### src/rtl/cv_pkg.sv
// Shared constants for the VRAM copy path: step codes issued by the copy state
// machine and the VRAM pair/line address widths.
package cv_pkg;

  localparam int VRAM_PAIR_W = 9;
  localparam int VRAM_LINE_W = 9;

  localparam logic [2:0] X_ASIS     = 3'd0;
  localparam logic [2:0] X_TRI_NEXT = 3'd1;
  localparam logic [2:0] X_CV_START = 3'd6;

  localparam logic [2:0] Y_ASIS     = 3'd0;
  localparam logic [2:0] Y_TRI_NEXT = 3'd4;
  localparam logic [2:0] Y_CV_ZERO  = 3'd6;

  typedef enum logic {
    ST_IDLE,
    ST_WALK
  } walk_st_e;

  // Index of the last 32-bit pair touched by a row of w_eff pixels starting at
  // a pixel of parity src_x0; w_eff is 1..1024 so the result is 0..512.
  function automatic logic [9:0] last_pair_f(input logic src_x0, input logic [10:0] w_eff);
    return 10'(({10'd0, src_x0} + w_eff - 11'd1) >> 1);
  endfunction

endpackage

### src/rtl/cv_wrap_add.sv
// Origin-plus-counter add that wraps modulo the VRAM pair/line range.
// Purely combinational, no handshake.
module cv_wrap_add #(
  parameter int W = 9
) (
  input  logic [W-1:0] i_base,
  input  logic [W-1:0] i_offs,
  output logic [W-1:0] o_sum
);

  assign o_sum = i_base + i_offs;

endmodule

### src/rtl/cv_copy_coord_walker.sv
// Latches a VRAM-to-VRAM copy rectangle and walks source/destination pair addresses
// under step codes; state updates one cycle after the code, flags are same-cycle decodes.
module cv_copy_coord_walker
  import cv_pkg::*;
(
  input  logic        clk,
  input  logic        rst,
  input  logic        i_start,
  input  logic [9:0]  i_srcX,
  input  logic [8:0]  i_srcY,
  input  logic [9:0]  i_dstX,
  input  logic [8:0]  i_dstY,
  input  logic [9:0]  i_width,
  input  logic [8:0]  i_height,
  input  logic [2:0]  i_nextX,
  input  logic [2:0]  i_nextY,
  input  logic        i_exit,
  output logic        o_active,
  output logic        o_isWidthNot1,
  output logic        o_xb0,
  output logic        o_wb0,
  output logic [17:0] o_srcAddr,
  output logic [17:0] o_dstAddr,
  output logic [1:0]  o_wrMask,
  output logic        o_currPairIsLineLast,
  output logic        o_nextPairIsLineLast,
  output logic        o_endVertical
);

  walk_st_e               st_q, st_d;
  logic [VRAM_PAIR_W-1:0] src_pair0_q, src_pair0_d;
  logic [VRAM_PAIR_W-1:0] dst_pair0_q, dst_pair0_d;
  logic [VRAM_LINE_W-1:0] src_line0_q, src_line0_d;
  logic [VRAM_LINE_W-1:0] dst_line0_q, dst_line0_d;
  logic                   dst_x0_q, dst_x0_d;
  logic                   dst_end_odd_q, dst_end_odd_d;
  logic [9:0]             last_pair_q, last_pair_d;
  logic [VRAM_LINE_W-1:0] last_line_q, last_line_d;
  logic [9:0]             pair_cnt_q, pair_cnt_d;
  logic [VRAM_LINE_W-1:0] line_cnt_q, line_cnt_d;
  logic                   xb0_q, xb0_d;
  logic                   wb0_q, wb0_d;
  logic                   width_not1_q, width_not1_d;

  logic [10:0] w_eff;
  logic        active;
  logic        curr_last;
  logic        next_last;

  assign w_eff  = (i_width == 10'd0) ? 11'd1024 : {1'b0, i_width};
  assign active = (st_q == ST_WALK);

  always_comb begin
    st_d          = st_q;
    src_pair0_d   = src_pair0_q;
    dst_pair0_d   = dst_pair0_q;
    src_line0_d   = src_line0_q;
    dst_line0_d   = dst_line0_q;
    dst_x0_d      = dst_x0_q;
    dst_end_odd_d = dst_end_odd_q;
    last_pair_d   = last_pair_q;
    last_line_d   = last_line_q;
    pair_cnt_d    = pair_cnt_q;
    line_cnt_d    = line_cnt_q;
    xb0_d         = xb0_q;
    wb0_d         = wb0_q;
    width_not1_d  = width_not1_q;

    if (!active) begin
      if (i_start) begin
        st_d          = ST_WALK;
        src_pair0_d   = i_srcX[9:1];
        dst_pair0_d   = i_dstX[9:1];
        src_line0_d   = i_srcY;
        dst_line0_d   = i_dstY;
        dst_x0_d      = i_dstX[0];
        // Parity of the rightmost destination pixel, dstX + wEff - 1.
        dst_end_odd_d = i_dstX[0] ^ ~w_eff[0];
        last_pair_d   = last_pair_f(i_srcX[0], w_eff);
        // Height 0 encodes 512, so the wrapping subtract lands on 511 naturally.
        last_line_d   = i_height - 9'd1;
        pair_cnt_d    = 10'd0;
        line_cnt_d    = '0;
        xb0_d         = i_srcX[0] ^ i_dstX[0];
        wb0_d         = w_eff[0];
        width_not1_d  = (w_eff != 11'd1);
      end
    end else begin
      case (i_nextX)
        X_TRI_NEXT: pair_cnt_d = pair_cnt_q + 10'd1;
        X_CV_START: pair_cnt_d = 10'd0;
        default:    pair_cnt_d = pair_cnt_q;
      endcase
      case (i_nextY)
        Y_TRI_NEXT: line_cnt_d = line_cnt_q + 9'd1;
        Y_CV_ZERO:  line_cnt_d = '0;
        default:    line_cnt_d = line_cnt_q;
      endcase
      if (i_exit) begin
        st_d = ST_IDLE;
      end
    end
  end

  always_ff @(posedge clk) begin
    if (rst) begin
      st_q          <= ST_IDLE;
      src_pair0_q   <= '0;
      dst_pair0_q   <= '0;
      src_line0_q   <= '0;
      dst_line0_q   <= '0;
      dst_x0_q      <= 1'b0;
      dst_end_odd_q <= 1'b0;
      last_pair_q   <= '0;
      last_line_q   <= '0;
      pair_cnt_q    <= '0;
      line_cnt_q    <= '0;
      xb0_q         <= 1'b0;
      wb0_q         <= 1'b0;
      width_not1_q  <= 1'b0;
    end else begin
      st_q          <= st_d;
      src_pair0_q   <= src_pair0_d;
      dst_pair0_q   <= dst_pair0_d;
      src_line0_q   <= src_line0_d;
      dst_line0_q   <= dst_line0_d;
      dst_x0_q      <= dst_x0_d;
      dst_end_odd_q <= dst_end_odd_d;
      last_pair_q   <= last_pair_d;
      last_line_q   <= last_line_d;
      pair_cnt_q    <= pair_cnt_d;
      line_cnt_q    <= line_cnt_d;
      xb0_q         <= xb0_d;
      wb0_q         <= wb0_d;
      width_not1_q  <= width_not1_d;
    end
  end

  logic [VRAM_PAIR_W-1:0] src_pair, dst_pair;
  logic [VRAM_LINE_W-1:0] src_line, dst_line;

  cv_wrap_add #(.W(VRAM_PAIR_W)) u_src_pair (
    .i_base (src_pair0_q),
    .i_offs (pair_cnt_q[VRAM_PAIR_W-1:0]),
    .o_sum  (src_pair)
  );

  cv_wrap_add #(.W(VRAM_PAIR_W)) u_dst_pair (
    .i_base (dst_pair0_q),
    .i_offs (pair_cnt_q[VRAM_PAIR_W-1:0]),
    .o_sum  (dst_pair)
  );

  cv_wrap_add #(.W(VRAM_LINE_W)) u_src_line (
    .i_base (src_line0_q),
    .i_offs (line_cnt_q),
    .o_sum  (src_line)
  );

  cv_wrap_add #(.W(VRAM_LINE_W)) u_dst_line (
    .i_base (dst_line0_q),
    .i_offs (line_cnt_q),
    .o_sum  (dst_line)
  );

  assign curr_last = (pair_cnt_q == last_pair_q);
  assign next_last = ((pair_cnt_q + 10'd1) == last_pair_q);

  assign o_active             = active;
  assign o_isWidthNot1        = width_not1_q;
  assign o_xb0                = xb0_q;
  assign o_wb0                = wb0_q;
  assign o_srcAddr            = {src_line, src_pair};
  assign o_dstAddr            = {dst_line, dst_pair};
  assign o_currPairIsLineLast = active & curr_last;
  assign o_nextPairIsLineLast = active & next_last;
  assign o_endVertical        = active & (line_cnt_q == last_line_q);

  // Trim the partial pixel at each end of the destination row.
  always_comb begin
    o_wrMask = 2'b00;
    if (active) begin
      o_wrMask[0] = !((pair_cnt_q == 10'd0) && dst_x0_q);
      o_wrMask[1] = !(curr_last && !dst_end_odd_q);
    end
  end

endmodule

### config.mk
export PLATFORM = sky130hd
export DESIGN_NAME = cv_copy_coord_walker
export DESIGN_NICKNAME = d
export VERILOG_FILES = /design/src/rtl/cv_pkg.sv /design/src/rtl/cv_wrap_add.sv /design/src/rtl/cv_copy_coord_walker.sv
export SDC_FILE = /design/constraint.sdc
export NUM_CORES = 1
export LEC_CHECK = 0
export ABC_CLOCK_PERIOD_IN_PS = 2500
export BUFFER_PORTS_ARGS = -buffer_cell sky130_fd_sc_hd__buf_4
export CORE_AREA = 2 2 99 111
export CTS_BUF_LIST = sky130_fd_sc_hd__clkbuf_4 sky130_fd_sc_hd__clkbuf_8 sky130_fd_sc_hd__clkbuf_16
export DETAILED_ROUTE_END_ITERATION = 8
export DIE_AREA = 0 0 101 113
export MAX_ROUTING_LAYER = met4
export PLACE_DENSITY = 0.82
export SYNTH_ARGS = -nofsm -noshare
export SYNTH_HDL_FRONTEND = slang
export SYNTH_SLANG_ARGS = --single-unit
### constraint.sdc
create_clock -name clk -period 2.5 [get_ports clk]
set_input_delay 0.25 -clock clk [delete_from_list [all_inputs] [get_ports clk]]
set_output_delay 0.25 -clock clk [all_outputs]
set_load 0.02 [all_outputs]
==> results.toml <==
[run]
cap_violations = 0

[synthesis]
synth_ff_type = "dfxtp_1"
ys_top_cells_by_area = "dfxtp_1, ha_1, xnor2_1"
yosysTopAreaCell = "dfxtp_1"
synth-seq-area-share = 0.318
syn_nets = 738
yosysWarningCount = 0
synthArstFlopShare = 0
synth-seq-cells = 80
yosysUniqueCellTypes = 46
syn-cell-area_sq_mm = 0.00504
syn_avg_cell_area_sq_um = 8.01
synth_edf_count = 0
synth.top_cell.area_share = 0.318
syn_inst = 630

[grt]
grt_usage = 0.249
grt_pass1_wl_microns = 22200
grt_pass1_vias = 4808
antenna_found_initial = 0
grt_start_max_net_pins = 53
overflow = 0

[route]
avgRoutedWirePerCell_microns = 16.0
wl_met3_microns = 790
met1_length_microns = 5740
firstDrtPassIters = 4
vias = 4863
topRoutingLayerUsed = "met4"
wl_met2_microns = 6960
via_per_inst = 5.62
wl_microns = 13800
ant_nets = 0
remaining_drc_errors = 0
first_iter_violations = 270

[sta]
worst_slack_ps = -27.0
setup_violations = 2
timing.fmax_ghz = 0.396
worst-slew-pin-transition_ps = 586
fin_crit_ps = 2530
setup_tns_ps = -53.0
clock_skew_ps = 6.42
fin_crit_sh = 1.01
hold_violations = 0
grt_setup_unrepaired = "yes"
max_slew_margin = 0.609
drv_slew = 0

[floorplanning]
die_x_microns = 101
initial_core_util = 0.492
die_h_microns = 113
die-area_sq_mm = 0.0114
rows = 39
core_sq_mm = 0.0102
boundaryPins = 112

[clock_tree]
clk_pin_slew_ps = 60
hold_buffers = 0
htreeDepth = 3
cts_buffers = 9
clock_sinks = 80
clk_path_buf_depth = 2
ctsRootBufferMaster = "clkbuf_16"
clk_latency_ps = 340
cts_tree = "yes"

[worst_setup_path]
worst-path-max-fanout = 3
critPathCaptureType = "output pin"
criticalPathCategory = "reg2out"
cp_slowest_cell = "fa_2"
crit_chain = "ha_2 -> fa_2 -> a21o_1 -> a211oi_2 -> nor2_2 -> o41ai_2 -> xnor2_1 -> buf_4"
crit_arrival_ps = 2280
worstSetupStartpointType = "flip-flop"
max_stage_delay_ps = 350
required_ps = 2250

[pwr]
swShare = 0.277
clockPowerShare = 0.396
p_int_mw = 2.41
finalPower_mw = 3.34
seqPwrFrac = 0.420
ir_drop_mv = 0.337
netSwitchingPower_uw = 923
p_leak_nw = 2.84
power_density_mw_per_mm2 = 512
comb_power_share = 0.184

[layout]
final_cell_mix = "buf_4, nand2_1, nor2_1, dfxtp_1, a21oi_1"
final_common_cell = "buf_4"
fillers = 867
drive_above_1_share = 0.252
syn2layout_area_growth_pct = 29.1
num_antenna_cells = 0
fin_nets = 845

[worst_hold_path]
hp-class = "in2reg"

[outcome]
status = "complete, but fails checks"
violations = "negative setup slack"

[placement]
hpwlAfterDp_microns = 10200
gp_congestion = 0.918
pre_cts_slack_ps = 154
port_buffers = 111
## critical path, delay by kind of cell, from the launching register on
kind	cells	cell delay, ps
compound gates	3	690
fa+ha+maj	2	530
flops	1	330
xor+xnor	1	150
buf+inv	1	150
simple gates	1	80
## repair_timing
action,in CTS,in global routing
resized for setup,16,26
setup endpoints to repair,11,13
pin swaps,4,12
endpoints found under the hold margin,0,0
buffers inserted,1,6
## cell type report
type | instances | area (sq um) | share of cell area
clock buffer | 10 | 233 | 0.0357
timing repair buffer | 129 | 981 | 0.151
clock inverter | 6 | 67.6 | 0.0104
inverter | 9 | 33.8 | 0.00519
sequential | 80 | 1620 | 0.249
multi-input combinational | 508 | 3420 | 0.525
tap | 123 | 154 | 0.0236
## logic make-up (layout without fill, tap and decap cells)
kind of cell	Yosys count	in the layout	synth area share
AND/OR/NAND/NOR	243	243	0.223
AO/OA/AOI/OAI	144	144	0.178
XOR/XNOR	80	80	0.140
flip-flops	80	80	0.318
buffers and inverters	42	154	0.0335
adder cells (fa/ha/maj)	41	41	0.108
## per-layer routing
metal,GRT usage,vias to the layer above
met2,0.426,156
met5,-,-
li1,-,2425
met3,0.0383,32
met1,0.291,2250
met4,0.102,0
## power by group through the flow
stage	clock, mW	combinational, mW	sequential [mW]
3_3_place_gp	0	0.589	1.43
4_1_cts	1.35	0.607	1.40
3_5_place_dp	0	0.603	1.43
5_1_grt	1.40	0.673	1.41
6_report	1.32	0.615	1.40
2_1_floorplan	0	0.364	1.42
## Yosys cell counts, drive strengths merged, types with 2 or more instances
cell    number
dfxtp       80
or3         10
xor2        27
buf         10
and3         7
nor4b        2
a21oi       59
xnor2       53
inv          9
a31oi        3
clkbuf      23
nand2b       3
o41ai        6
nor2b        5
a22oi        2
nand4       12
a311oi       6
a21o        10
nor3        12
o21ai       25
nand2       94
fa           4
nor2        76
nand3b       3
nor3b        3
nor4         5
ha          37
a211oi      26
nand3        7
and4         2
## registers in the layout, summed over array words and instances, names as in the netlist
signal,count
dst_end_odd_q,1
dst_line0_q,9
dst_pair0_q,9
dst_x0_q,1
last_line_q,9
last_pair_q,10
line_cnt_q,9
o_active,1
o_isWidthNot1,1
o_wb0,1
o_xb0,1
pair_cnt_q,10
src_line0_q,9
src_pair0_q,9
## final timing paths
check | endpoint | slack (ps) | cells past startpoint | from
setup / recovery | o_srcAddr[8] | -30 | 8 | pair_cnt_q[0]
hold / removal | o_active | 100 | 2 | i_exit
setup reg to reg | pair_cnt_q[5] | 630 | 3 | o_active
hold reg to reg | o_wb0 | 460 | 2 | o_wb0
## metrics by stage
stage               hold slack [ps]  area, sq um   util  std cells
floorplan                       346         5040      -        630
global placement                439         6000  0.585        842
detailed placement              445         6000  0.585        842
CTS                            89.5         6370  0.621        859
global route                   94.0         6510  0.635        865
finish                          102         6510  0.635        865
(Power assumes the default switching activity.)
